==> src/rtl/rect_fill_engine.sv <==
// Rectangle fill engine for a 1-bpp byte-wide frame buffer.
// Clips the rectangle, then blind-writes full bytes and read-modify-writes edge bytes.
module rect_fill_engine #(
  parameter int WIDTH  = 320,
  parameter int HEIGHT = 200,
  parameter int AW     = 13
) (
  input  logic          uclk,
  input  logic          rst_n,
  input  logic          start,
  input  logic [15:0]   x,
  input  logic [15:0]   y,
  input  logic [15:0]   w,
  input  logic [15:0]   h,
  input  logic          color,
  output logic          busy,
  output logic          done,
  output logic          err,
  input  logic          fb_gnt,
  output logic [AW-1:0] fb_addr,
  output logic          fb_rd,
  input  logic [7:0]    fb_rdata,
  output logic          fb_wr,
  output logic [7:0]    fb_wdata
);

  localparam int XW = $clog2(WIDTH + 1);
  localparam int YW = $clog2(HEIGHT + 1);
  localparam int CW = XW - 3;

  localparam logic [15:0]   W16    = 16'(WIDTH);
  localparam logic [15:0]   H16    = 16'(HEIGHT);
  localparam logic [16:0]   W17    = 17'(WIDTH);
  localparam logic [16:0]   H17    = 17'(HEIGHT);
  localparam logic [XW-1:0] XMAX   = XW'(WIDTH - 1);
  localparam logic [XW-1:0] X1     = XW'(1);
  localparam logic [YW-1:0] YMAX   = YW'(HEIGHT - 1);
  localparam logic [YW-1:0] Y1     = YW'(1);
  localparam logic [CW-1:0] C1     = CW'(1);
  localparam logic [AW-1:0] STRIDE = AW'(WIDTH / 8);

  typedef enum logic [2:0] {
    S_IDLE, S_SETUP, S_ROW, S_RD, S_RWAIT, S_WR, S_DONE
  } state_t;

  state_t        state_q, state_d;
  logic [15:0]   x_q, x_d, y_q, y_d;
  logic [15:0]   w_q, w_d, h_q, h_d;
  logic          color_q, color_d;
  logic          err_q, err_d;
  logic [XW-1:0] xl_q, xl_d;
  logic [YW-1:0] yl_q, yl_d;
  logic [YW-1:0] row_q, row_d;
  logic [CW-1:0] cb_q, cb_d;
  logic [AW-1:0] base_q, base_d;
  logic [7:0]    old_q, old_d;

  logic [16:0]   sx, sy;
  logic [7:0]    mask;
  logic [CW-1:0] cb_nx;
  logic          reject;

  // Bits lo..hi of byte c that fall inside columns xs..xl.
  function automatic logic [7:0] mask_of(
    input logic [CW-1:0] c,
    input logic [XW-1:0] xs,
    input logic [XW-1:0] xl
  );
    logic [2:0] lo, hi;
    lo = (c == xs[XW-1:3]) ? xs[2:0] : 3'd0;
    hi = (c == xl[XW-1:3]) ? xl[2:0] : 3'd7;
    return (8'hFF << lo) & (8'hFF >> (3'd7 - hi));
  endfunction

  assign sx     = {1'b0, x_q} + {1'b0, w_q};
  assign sy     = {1'b0, y_q} + {1'b0, h_q};
  assign reject = (x_q >= W16) || (y_q >= H16) ||
                  (w_q == 16'd0) || (h_q == 16'd0);
  assign mask   = mask_of(cb_q, x_q[XW-1:0], xl_q);
  assign cb_nx  = cb_q + C1;

  always_comb begin
    state_d = state_q;
    x_d     = x_q;
    y_d     = y_q;
    w_d     = w_q;
    h_d     = h_q;
    color_d = color_q;
    err_d   = err_q;
    xl_d    = xl_q;
    yl_d    = yl_q;
    row_d   = row_q;
    cb_d    = cb_q;
    base_d  = base_q;
    old_d   = old_q;
    unique case (state_q)
      S_IDLE: begin
        if (start) begin
          x_d     = x;
          y_d     = y;
          w_d     = w;
          h_d     = h;
          color_d = color;
          err_d   = 1'b0;
          state_d = S_SETUP;
        end
      end
      S_SETUP: begin
        if (reject) begin
          err_d   = 1'b1;
          state_d = S_DONE;
        end else begin
          xl_d    = (sx >= W17) ? XMAX
                  : x_q[XW-1:0] + w_q[XW-1:0] - X1;
          yl_d    = (sy >= H17) ? YMAX
                  : y_q[YW-1:0] + h_q[YW-1:0] - Y1;
          row_d   = y_q[YW-1:0];
          state_d = S_ROW;
        end
      end
      S_ROW: begin
        cb_d    = x_q[XW-1:3];
        base_d  = AW'(row_q) * STRIDE;
        state_d = (mask_of(x_q[XW-1:3], x_q[XW-1:0], xl_q) == 8'hFF)
                ? S_WR : S_RD;
      end
      S_RD: begin
        if (fb_gnt) state_d = S_RWAIT;
      end
      S_RWAIT: begin
        old_d   = fb_rdata;
        state_d = S_WR;
      end
      S_WR: begin
        if (fb_gnt) begin
          if (cb_q == xl_q[XW-1:3]) begin
            if (row_q == yl_q) begin
              state_d = S_DONE;
            end else begin
              row_d   = row_q + Y1;
              state_d = S_ROW;
            end
          end else begin
            cb_d    = cb_nx;
            state_d = (mask_of(cb_nx, x_q[XW-1:0], xl_q) == 8'hFF)
                    ? S_WR : S_RD;
          end
        end
      end
      S_DONE: state_d = S_IDLE;
      default: state_d = S_IDLE;
    endcase
  end

  always_ff @(posedge uclk or negedge rst_n) begin
    if (!rst_n) begin
      state_q <= S_IDLE;
      x_q     <= '0;
      y_q     <= '0;
      w_q     <= '0;
      h_q     <= '0;
      color_q <= 1'b0;
      err_q   <= 1'b0;
      xl_q    <= '0;
      yl_q    <= '0;
      row_q   <= '0;
      cb_q    <= '0;
      base_q  <= '0;
      old_q   <= '0;
    end else begin
      state_q <= state_d;
      x_q     <= x_d;
      y_q     <= y_d;
      w_q     <= w_d;
      h_q     <= h_d;
      color_q <= color_d;
      err_q   <= err_d;
      xl_q    <= xl_d;
      yl_q    <= yl_d;
      row_q   <= row_d;
      cb_q    <= cb_d;
      base_q  <= base_d;
      old_q   <= old_d;
    end
  end

  assign busy     = (state_q != S_IDLE);
  assign done     = (state_q == S_DONE);
  assign err      = err_q;
  assign fb_rd    = (state_q == S_RD);
  assign fb_wr    = (state_q == S_WR);
  assign fb_addr  = (fb_rd || fb_wr) ? base_q + AW'(cb_q) : '0;
  assign fb_wdata = !fb_wr           ? 8'h00
                  : (mask == 8'hFF)  ? {8{color_q}}
                  : color_q          ? (old_q | mask)
                  :                    (old_q & ~mask);

endmodule
==> config.mk <==
export PLATFORM = sky130hd
export DESIGN_NAME = rect_fill_engine
export DESIGN_NICKNAME = d
export VERILOG_FILES = /design/src/rtl/rect_fill_engine.sv
export SDC_FILE = /design/constraint.sdc
export NUM_CORES = 1
export LEC_CHECK = 0
export ABC_AREA = 0
export CAP_MARGIN = 20
export CORE_AREA = 5 5 128 130
export DETAILED_ROUTE_END_ITERATION = 7
export DIE_AREA = 0 0 133 135
export GPL_TIMING_DRIVEN = 0
export PLACE_DENSITY = 0.77
export SYNTH_ARGS = -nofsm -noshare
export SYNTH_HDL_FRONTEND = slang
export SYNTH_SLANG_ARGS = --single-unit
export TNS_END_PERCENT = 5
==> constraint.sdc <==
create_clock -name uclk -period 3.79 [get_ports uclk]
set_clock_uncertainty 0.1 [all_clocks]
set_input_delay 0.758 -clock uclk [delete_from_list [all_inputs] [get_ports uclk]]
set_output_delay 0.758 -clock uclk [all_outputs]
set_load 0.02 [all_outputs]
; Yosys cells after proc, flatten, opt, wreduce, memory -nomap -nowiden
; Cells that the tools add are included.
[word_totals]
latchBits = 0
regBits = 118
input_bits = 77
word_cells = 114
ram_bits = 0
mem_bits_ro = 0
memories = 0
output_inout_bits = 26
[op_classes]
n_mul = 1
order_cmp = 4
n_addsub = 12
n_shift = 6
n_reduce_logical = 17
n_div = 0
muxes = 31
eq_ne = 23
bitwise_logic = 7
[ops]
columns = op, count
row1 = $mux W8, 8
row2 = $mux W3, 13
row3 = $add A16 B16 Y17, 2
row4 = $and A8 B8 Y8, 4
row5 = $logic_not A16 Y1, 2
row6 = $eq A6 B6 Y1, 5
row7 = $eq A8 B8 Y1 const B, 3
row8 = $shl A8 B3 Y8 const A, 3
row9 = $shr A8 B3 Y8 const A, 3
row10 = $pmux W3 S6, 1
row11 = $ge A17 B8 Y1 const B, 1
row12 = $ge A17 B9 Y1 const B, 1
row13 = $ge A16 B8 Y1 const B, 1
row14 = $ge A16 B9 Y1 const B, 1
row15 = $pmux W8 S2, 1
row16 = $ne A2 B2 Y1 const B, 7
row17 = $add A13 B6 Y13, 1
row18 = $mux W13, 1
row19 = $mux W6, 2
row20 = $pmux W6 S2, 1
row21 = $mul A8 B3 Y10 const B, 1
row22 = $add A9 B9 Y9, 1
row23 = $eq A3 B3 Y1 const B, 3
row24 = $mux W9, 1
row25 = 22 further kinds, 34

; Logic depth before layout (Yosys ltp)
; Gate-level depths: netlist of run 1.
[depth]
ltp_word = 11
ltp_mapped = 13
ltp_nobuf = 13

; Least setup slack after synthesis of run 1
; Ideal clock, no wire load.
[synth_path]
kind = reg2out
startpoint = register cb_q[3]
endpoint = output port fb_wdata[6]
stages_incl_launch_ff = 9
path_slack_ns = 0.460
required_time_ns = 2.932
arrival_time_ns = 2.472
cell_sequence = dfrtp_1 > clkbuf_1 > xor2_1 > or4b_2 > nor3_1 > nand2_1 > o31ai_1 > mux2i_1 > nor2_1
[synth_between]
elab_chain_cells = 10
[synth_rtl]
columns = element, line_no
row1 = "start, declared", 54  ; logic [CW-1:0] cb_q, cb_d;
row2 = "start signal, assigned", 167  ; cb_q <= '0;
row3 = "start signal, assigned", 181  ; cb_q <= cb_d;
row4 = $eq A6 B6 Y1, 71  ; hi = (c == xl[XW-1:3]) ? xl[2:0] : 3'd7;
row5 = $mux W3, 71
row6 = $sub A3 B3 Y3, 72  ; return (8'hFF << lo) & (8'hFF >> (3'd7 - hi));
row7 = $shr A8 B3 Y8, 72
row8 = $and A8 B8 Y8 *, 72
row9 = $not A8 Y8, 196  ; : (old_q & ~mask);
row10 = $and A8 B8 Y8, 196
row11 = $mux W8, 195  ; : color_q ? (old_q | mask)
row12 = $mux W8 *, 194  ; : (mask == 8'hFF) ? {8{color_q}}
row13 = $mux W8 *, 193  ; assign fb_wdata = !fb_wr ? 8'h00
row14 = "end, declared", 24  ; output logic [7:0] fb_wdata
; Every way passes the cells marked *; elsewhere a longest branch is shown, timed or not.

; Worst setup path in the final report of run 1
[layout_path]
startpoint = register x_q[6]
endpoint = output port fb_wdata[4]
[layout_between]
elab_chain_cells = 9
[layout_rtl]
columns = element, line_no
row1 = "start, declared", 47  ; logic [15:0] x_q, x_d, y_q, y_d;
row2 = "start signal, assigned", 158  ; x_q <= '0;
row3 = "start signal, assigned", 172  ; x_q <= x_d;
row4 = $eq A6 B6 Y1 *, 70  ; lo = (c == xs[XW-1:3]) ? xs[2:0] : 3'd0;
row5 = $mux W3 *, 70
row6 = $shl A8 B3 Y8 *, 72
row7 = $and A8 B8 Y8 *, 72
row8 = $not A8 Y8, 196
row9 = $and A8 B8 Y8, 196
row10 = $mux W8, 195
row11 = $mux W8 *, 194
row12 = $mux W8 *, 193
; Marks and branches as above.

==> reports/summary.txt, run 1 <==
Synth Flop Type = dfrtp_1
maximum VDD drop = 0.0005842 V
Core Area = 0.01503 mm^2
synthesized cell area = 0.008477 mm^2
outcome = finished, violations left
Worst-path clk slew = 0.05 ns
Ports = 103
via/cell ratio = 5.833
met1 Use GR = 31.79%
Worst EP required = 2.93 ns
kind of critical path = flop to primary output
CTS Hold Bufs = 0
post-route DRC violation count = 0
period utilisation layout = 100.6%
CP max-delay cell = or4b_2
Sequential Power Share = 23.9%
Worst setup startpoint = x_q[6]$_DFFE_PN0P_
Setup WS post-layout = -0.02214 ns
Comb pwr share = 61.2%
DR iter-0 viols = 508
Final min period = 3.812 ns
Synth area leader = dfrtp_1
root buffer cell = clkbuf_16
Slew @ Worst Pin = 0.8414 ns
MaxCap Viol Count = 0
cells after synthesis = 938
vias in the first global route = 7227
CP Cell Sequence = xor2_1, or4b_2, nor3_4, nand2_1, o21ai_1, mux2i_1, nor2_1, dlygate4sd2_1
Critical Path Fanout Max = 6
Setup crit start kind = flop
die width = 133 um
Final #Nets = 1218
Routed WL = 21850 um
Clk Latency, worst-skew pair = 0.43 ns
Syn Nets = 1098
gr ovfl total = 0
Initial Util = 56.39%
Final HPWL DP = 16880 um
Synth top cells by count = dfrtp_1 (118), nand2_1 (98), ha_1 (77)
crit path to = fb_wdata[4]
fraction of layout cells with a size suffix above 1 = 10.10%
endpoint of the worst-slack reg-to-reg timing path = yl_q[6]$_DFFE_PN0P_
met2 global-route usage = 41.48%
Min-Delay Path Class = input pin to asynchronous set/reset pin
Setup violations, final = 1
via count = 7332
Worst EP arrival = 2.95 ns
GR peak layer = met2
Syn Area/Cell = 9.037 um^2
worst relative slew slack = 43.48%
flop-to-flop setup slack = 0.17 ns
RR Startpoint = y_q[5]$_DFFE_PN0P_
PortBufs = 102
CTS H-Tree Depth = 4
Final Hold Vio Count = 0
row cnt = 45
#FFs+latches synth = 118
Yosys top cell area share = 34.83%
Die Area = 0.01796 mm^2
CP peak stage delay = 0.73 ns
sequential element share of the synthesized area = 34.83%
failing checks = setup timing
maximum clock frequency = 262.3 MHz
CTS tree = built
Reg2Reg Depth = 8
Ys Warns = 0
pre-CTS setup slack = -0.2942 ns
first-pass GRT wire length = 35820 um
pwr dens = 973.9 mW/mm^2
initial antenna violation count = 0
die height = 135 um
Overall Global Routing Usage = 24.85%
Psw = 4.587 mW
largest net degree at the start of global routing = 90
Post-synth EDFFs = 0
DR WL/cell = 17.38 um
GP Congestion = 0.9349
Sw Ratio = 45.50%
top cells by area, synth = dfrtp_1 (35%), ha_1 (11%), mux2_2 (5.7%)
Post-DP Area = 0.009772 mm^2
# fillers = 1206
Setup TNS = -0.02214 ns
met3 global-route usage = 6.185%
diode count = 0
unrepaired setup endpoints after global routing = true
Longest Clk Path Bufs = 2
Worst setup EP type = primary output
Num CTS Buffers = 17
Pwr Total = 10.08 mW
number of distinct library cells after synthesis = 67
Clock Power Share = 14.9%
cell with the most instances after synthesis = dfrtp_1
Finished Cell Area = 0.01035 mm^2
fraction of registers with async set/reset = 100.0%
Slew Limit Fails = 0
Leak Pwr = 4.646 nW
clock sinks = 118
cell internal pwr = 5.494 mW
DRT antenna net count = 0
drt pass-1 iters = 5
P&R area growth vs syn = 22.11%
cells in the final DEF (no fill, tap or decap), types with 5 or more instances in the layout:
cell,netlist,layout
nor3b_1,7,7
mux2_2,43,43
clkdlybuf4s50_1,0,94
inv_1,76,76
clkbuf_1,30,28
a211oi_1,8,7
o21a_1,7,7
o21bai_1,5,5
clkbuf_16,0,17
fa_1,6,6
dfrtp_2,0,5
nor2b_1,12,12
a31oi_1,6,6
xnor2_1,29,28
nand2b_1,8,8
nor2_1,52,52
nand3_1,25,25
nand4_1,9,9
a21oi_1,60,60
or3_1,8,8
nor3_1,15,14
o31ai_1,7,6
o211ai_1,9,9
dfrtp_1,118,113
o21ai_0,69,67
o22ai_1,5,5
a21o_1,10,10
ha_1,77,77
mux2i_1,14,14
xor2_1,34,34
nand2_1,98,97
nor4_1,16,15
a2111oi_0,5,5
metrics by stage:
| stage | cells | util [%] | hold slack (ns) |
|---|---|---|---|
| global route | 1257 | 68.86 | 0.1216 |
| finish | 1257 | 68.86 | 0.1047 |
| floorplan | 938 | - | 0.3498 |
| CTS | 1257 | 68.76 | 0.1116 |
| detailed placement | 1231 | 65.00 | 0.3823 |
| global placement | 1228 | 64.74 | 0.3689 |
per-layer routing:
layer / vias to the layer above / routed length (um)
met5: - / 0
met1: 3501 / 9723
met4: 0 / 654
met3: 50 / 1179
li1: 3579 / -
met2: 202 / 10290
cell type report:
type / count / area (um^2) / area share [%]
inverters: 76 / 285.3 / 2.756
plain buffers: 30 / 125.1 / 1.209
repair buffers: 107 / 1071 / 10.35
clock buffers: 26 / 499.2 / 4.823
flip-flops and latches: 118 / 2959 / 28.59
well taps: 188 / 235.2 / 2.272
clock inverters: 4 / 45.04 / 0.4351
multi-input cells: 708 / 5131 / 49.57
timing repair:
action	4_1_cts	5_1_grt
setup buffers	1	1
gates resized for setup	25	5
pin swaps	0	1
setup endpoints to repair	18	26
registers in the layout, summed over array words and instances (netlist names):
register / flops
base_q: 10
cb_q: 6
color_q: 1
err: 1
h_q: 16
old_q: 8
row_q: 8
state_q: 3
w_q: 16
x_q: 16
xl_q: 9
y_q: 16
yl_q: 8
worst min-delay path by stage:
stage                               start                     to  slack [ns]  cells past startpoint
floorplan           base_q[5]$_DFFE_PN0P_  base_q[5]$_DFFE_PN0P_        0.35                      2
global placement    base_q[5]$_DFFE_PN0P_  base_q[5]$_DFFE_PN0P_        0.37                      2
detailed placement  base_q[5]$_DFFE_PN0P_  base_q[5]$_DFFE_PN0P_        0.38                      2
CTS                                 rst_n    color_q$_DFFE_PN0P_        0.11                      1
global route                        rst_n    color_q$_DFFE_PN0P_        0.12                      1
finish                              rst_n    color_q$_DFFE_PN0P_        0.10                      1
power groups by stage:
stage / clock [mW] / combinational (mW) / sequential (mW)
floorplan: 0 / 4.74 / 2.15
global placement: 0 / 5.97 / 2.34
detailed placement: 0 / 6.09 / 2.35
CTS: 1.51 / 6.17 / 2.38
global route: 1.57 / 6.87 / 2.47
finish: 1.50 / 6.17 / 2.41
critical path: cells and delay by family, from the launching register on:
family,cells,cell delay (ns)
AO/OA/AOI/OAI,1,0.18
XOR/XNOR,1,0.18
buffers and inverters,1,0.34
flip-flops,1,0.48
multiplexers,1,0.20
AND/OR/NAND/NOR,4,1.14
cells by family after synthesis:
family                     synth area share (%)
buffers and inverters                     5.092
AOI/OAI and AO/OA                         17.05
and+or+nand+nor                           16.37
muxes                                     7.365
xor gates and xnor gates                  6.509
DFF                                       34.83
adders and majority gates                 12.78
Note: power is estimated with default switching activity, not from simulation.
==> run 2: changes to the inputs <==
CORE_AREA = 4 4 127 129   (was 5 5 128 130)
DIE_AREA = 0 0 131 133   (was 0 0 133 135)
==> run 2 against run 1 <==
The run now ends clean; hold slack better by 0.0098 ns; combinational power rose by 1%; final cell count grew 0.56%.
==> reports/summary.txt, run 2 (synthesized netlist as in run 1, its figures left out) <==
final std cells w/o fill = 1264 (+0.56%)
multi-input logic area = 0.005145 mm^2 (+0.27%)
pwr dens = 974.9 mW/mm^2 (about the same)
Final #Nets = 1224 (+0.49%)
flop-to-flop setup slack = 0.20 ns (+0.03 ns)
Die Area = 0.01742 mm^2 (-3.0%)
CTS Hold Bufs = 0 (unchanged)
gr ovfl total = 0 (unchanged)
MaxCap Viol Count = 0 (unchanged)
Sequential Power Share = 23.6% (-0.3 points)
Final HPWL DP = 16770 um (-0.65%)
initial antenna violation count = 1 (+1)
Finished Cell Area = 0.01040 mm^2 (+0.45%)
CTS H-Tree Depth = 4 (unchanged)
Clock Power Share = 15.0% (about the same)
leading cell types in the layout, fill and taps excluded = dfrtp_1 (113), nand2_1 (96), clkdlybuf4s50_1 (94)
via/cell ratio = 5.881 (+0.83%)
CP max-delay cell = or4b_2
cell internal pwr = 5.510 mW (+0.29%)
CP Cell Sequence = xor2_1, or4b_2, nor3_4, nand2_2, o221ai_1, mux2i_1, nor2_1, clkbuf_2
via count = 7434 (+1.4%)
GP Congestion = 0.9638 (+3.1%)
Psw = 4.626 mW (+0.86%)
Setup TNS = 0 ns (+0.02214 ns)
Worst setup EP type = primary output
die height = 133 um (-1.5%)
Worst EP required = 2.93 ns (about the same)
vias in the first global route = 7232 (+0.069%)
Num CTS Buffers = 17 (unchanged)
Longest Clk Path Bufs = 2 (unchanged)
clock sinks = 118 (unchanged)
largest net degree at the start of global routing = 87 (-3.3%)
# fillers = 1208 (+0.17%)
Critical Path Fanout Max = 7 (+1)
Comb pwr share = 61.4% (+0.2 points)
kind of critical path = flop to primary output
outcome = finished, final reports clean
Core Area = 0.01503 mm^2 (unchanged)
Pwr Total = 10.14 mW (+0.55%)
Overall Global Routing Usage = 25.93% (+1.1 points)
Worst-path clk slew = 0.06 ns (about the same)
die width = 131 um (-1.5%)
Leak Pwr = 4.654 nW (+0.18%)
Setup crit start kind = flop
Min-Delay Path Class = input pin to asynchronous set/reset pin
CTS tree = built
Final Hold Vio Count = 0 (unchanged)
CP peak stage delay = 0.71 ns (-0.02 ns)
unrepaired setup endpoints after global routing = true
maximum VDD drop = 0.0006787 V (+16%)
Slew @ Worst Pin = 0.8206 ns (-0.02075 ns)
commonest non-fill, non-tap cell in the layout = dfrtp_1
hold slack final = 0.1145 ns (+0.009836 ns)
Clk Latency, worst-skew pair = 0.43 ns (about the same)
maximum clock frequency = 270.3 MHz (+3.1%)
P&R area growth vs syn = 22.66%
worst relative slew slack = 44.87% (+1.4 points)
DR iter-0 viols = 463 (-8.9%)
placed cell count = 1231 (unchanged)
Routed WL = 21900 um (+0.26%)
Post-DP Area = 0.009777 mm^2 (about the same)
row cnt = 45 (unchanged)
fraction of layout cells with a size suffix above 1 = 11.35% (+1.2 points)
PortBufs = 102 (unchanged)
DRT antenna net count = 0 (unchanged)
drt pass-1 iters = 5 (unchanged)
first-pass GRT wire length = 35670 um (-0.44%)
Ports = 103 (unchanged)
Sw Ratio = 45.64% (+0.14 points)
Initial Util = 56.39% (unchanged)
Slew Limit Fails = 0 (unchanged)
period utilisation layout = 97.60% (-3.0 points)
Worst EP arrival = 2.84 ns (-0.11 ns)
Final min period = 3.699 ns (-0.1132 ns)
post-route DRC violation count = 0 (unchanged)
Sequential cell area = 0.002959 mm^2 (unchanged)
DR WL/cell = 17.33 um (-0.30%)
root buffer cell = clkbuf_16
Setup violations, final = 0 (-1)
==> run 2: layout make-up <==
cell class	count	area share, %
Tap cell	188	2.262
Clock inverter	10	1.047
Clock buffer	20	4.200
Timing Repair Buffer	113	10.58
Buffer	30	1.203
Inverter	76	2.744
Antenna cell	1	0.02407
Sequential cell	118	28.46
Multi-Input combinational cell	708	49.48
==> run 2: final timing paths <==
kind	start	endpoint	cells past startpoint
worst max-delay path	cb_q[3]$_DFFE_PN0P_	fb_wdata[2]	8
worst min-delay path	rst_n	w_q[6]$_DFFE_PN0P_	1
worst max register to register	y_q[0]$_DFFE_PN0P_	yl_q[1]$_DFFE_PN0P_	10
worst min register to register	base_q[5]$_DFFE_PN0P_	base_q[5]$_DFFE_PN0P_	2
max in group asynchronous	rst_n	cb_q[3]$_DFFE_PN0P_	2
min in group uclk	base_q[5]$_DFFE_PN0P_	base_q[5]$_DFFE_PN0P_	2
==> run 2: worst max-delay path, delay by kind of cell (launching register included) <==
kind / cells / cell delay, ns
simple gates: 4 / 1.11
flops: 1 / 0.46
compound gates: 1 / 0.25
mux: 1 / 0.21
xor+xnor: 1 / 0.20
buf+inv: 1 / 0.17
==> run 2: power by group through the flow <==
stage	sequential (mW)	combinational, mW	clock [mW]
global route	2.46	6.93	1.60
finish	2.39	6.23	1.52
floorplan	2.15	4.74	0
global placement	2.33	5.99	0
CTS	2.37	6.16	1.53
detailed placement	2.35	6.10	0
==> run 2: repair_timing <==
| item | in CTS | in global routing |
|---|---|---|
| pin swaps | 1 | 3 |
| setup buffers | 1 | 7 |
| endpoints found under the setup margin | 12 | 26 |
| gates resized for setup | 25 | 19 |
==> run 2: per-stage QoR <==
stage	setup slack (ns)	util [%]
finish	0.09106	69.16
global route	-0.04651	69.16
CTS	-0.1501	68.81
detailed placement	-0.4100	65.04
global placement	-2.688	64.74
floorplan	0.4604	-
==> run 2: metal layers <==
layer  track usage (%)  share of wire [%]  vias to the layer above
met4             10.40                2.8                        0
met5             1.471                  0                        -
met1             33.41                 43                     3541
met2             41.62                 48                      253
li1                  -                  -                     3590
met3             6.136                6.7                       50
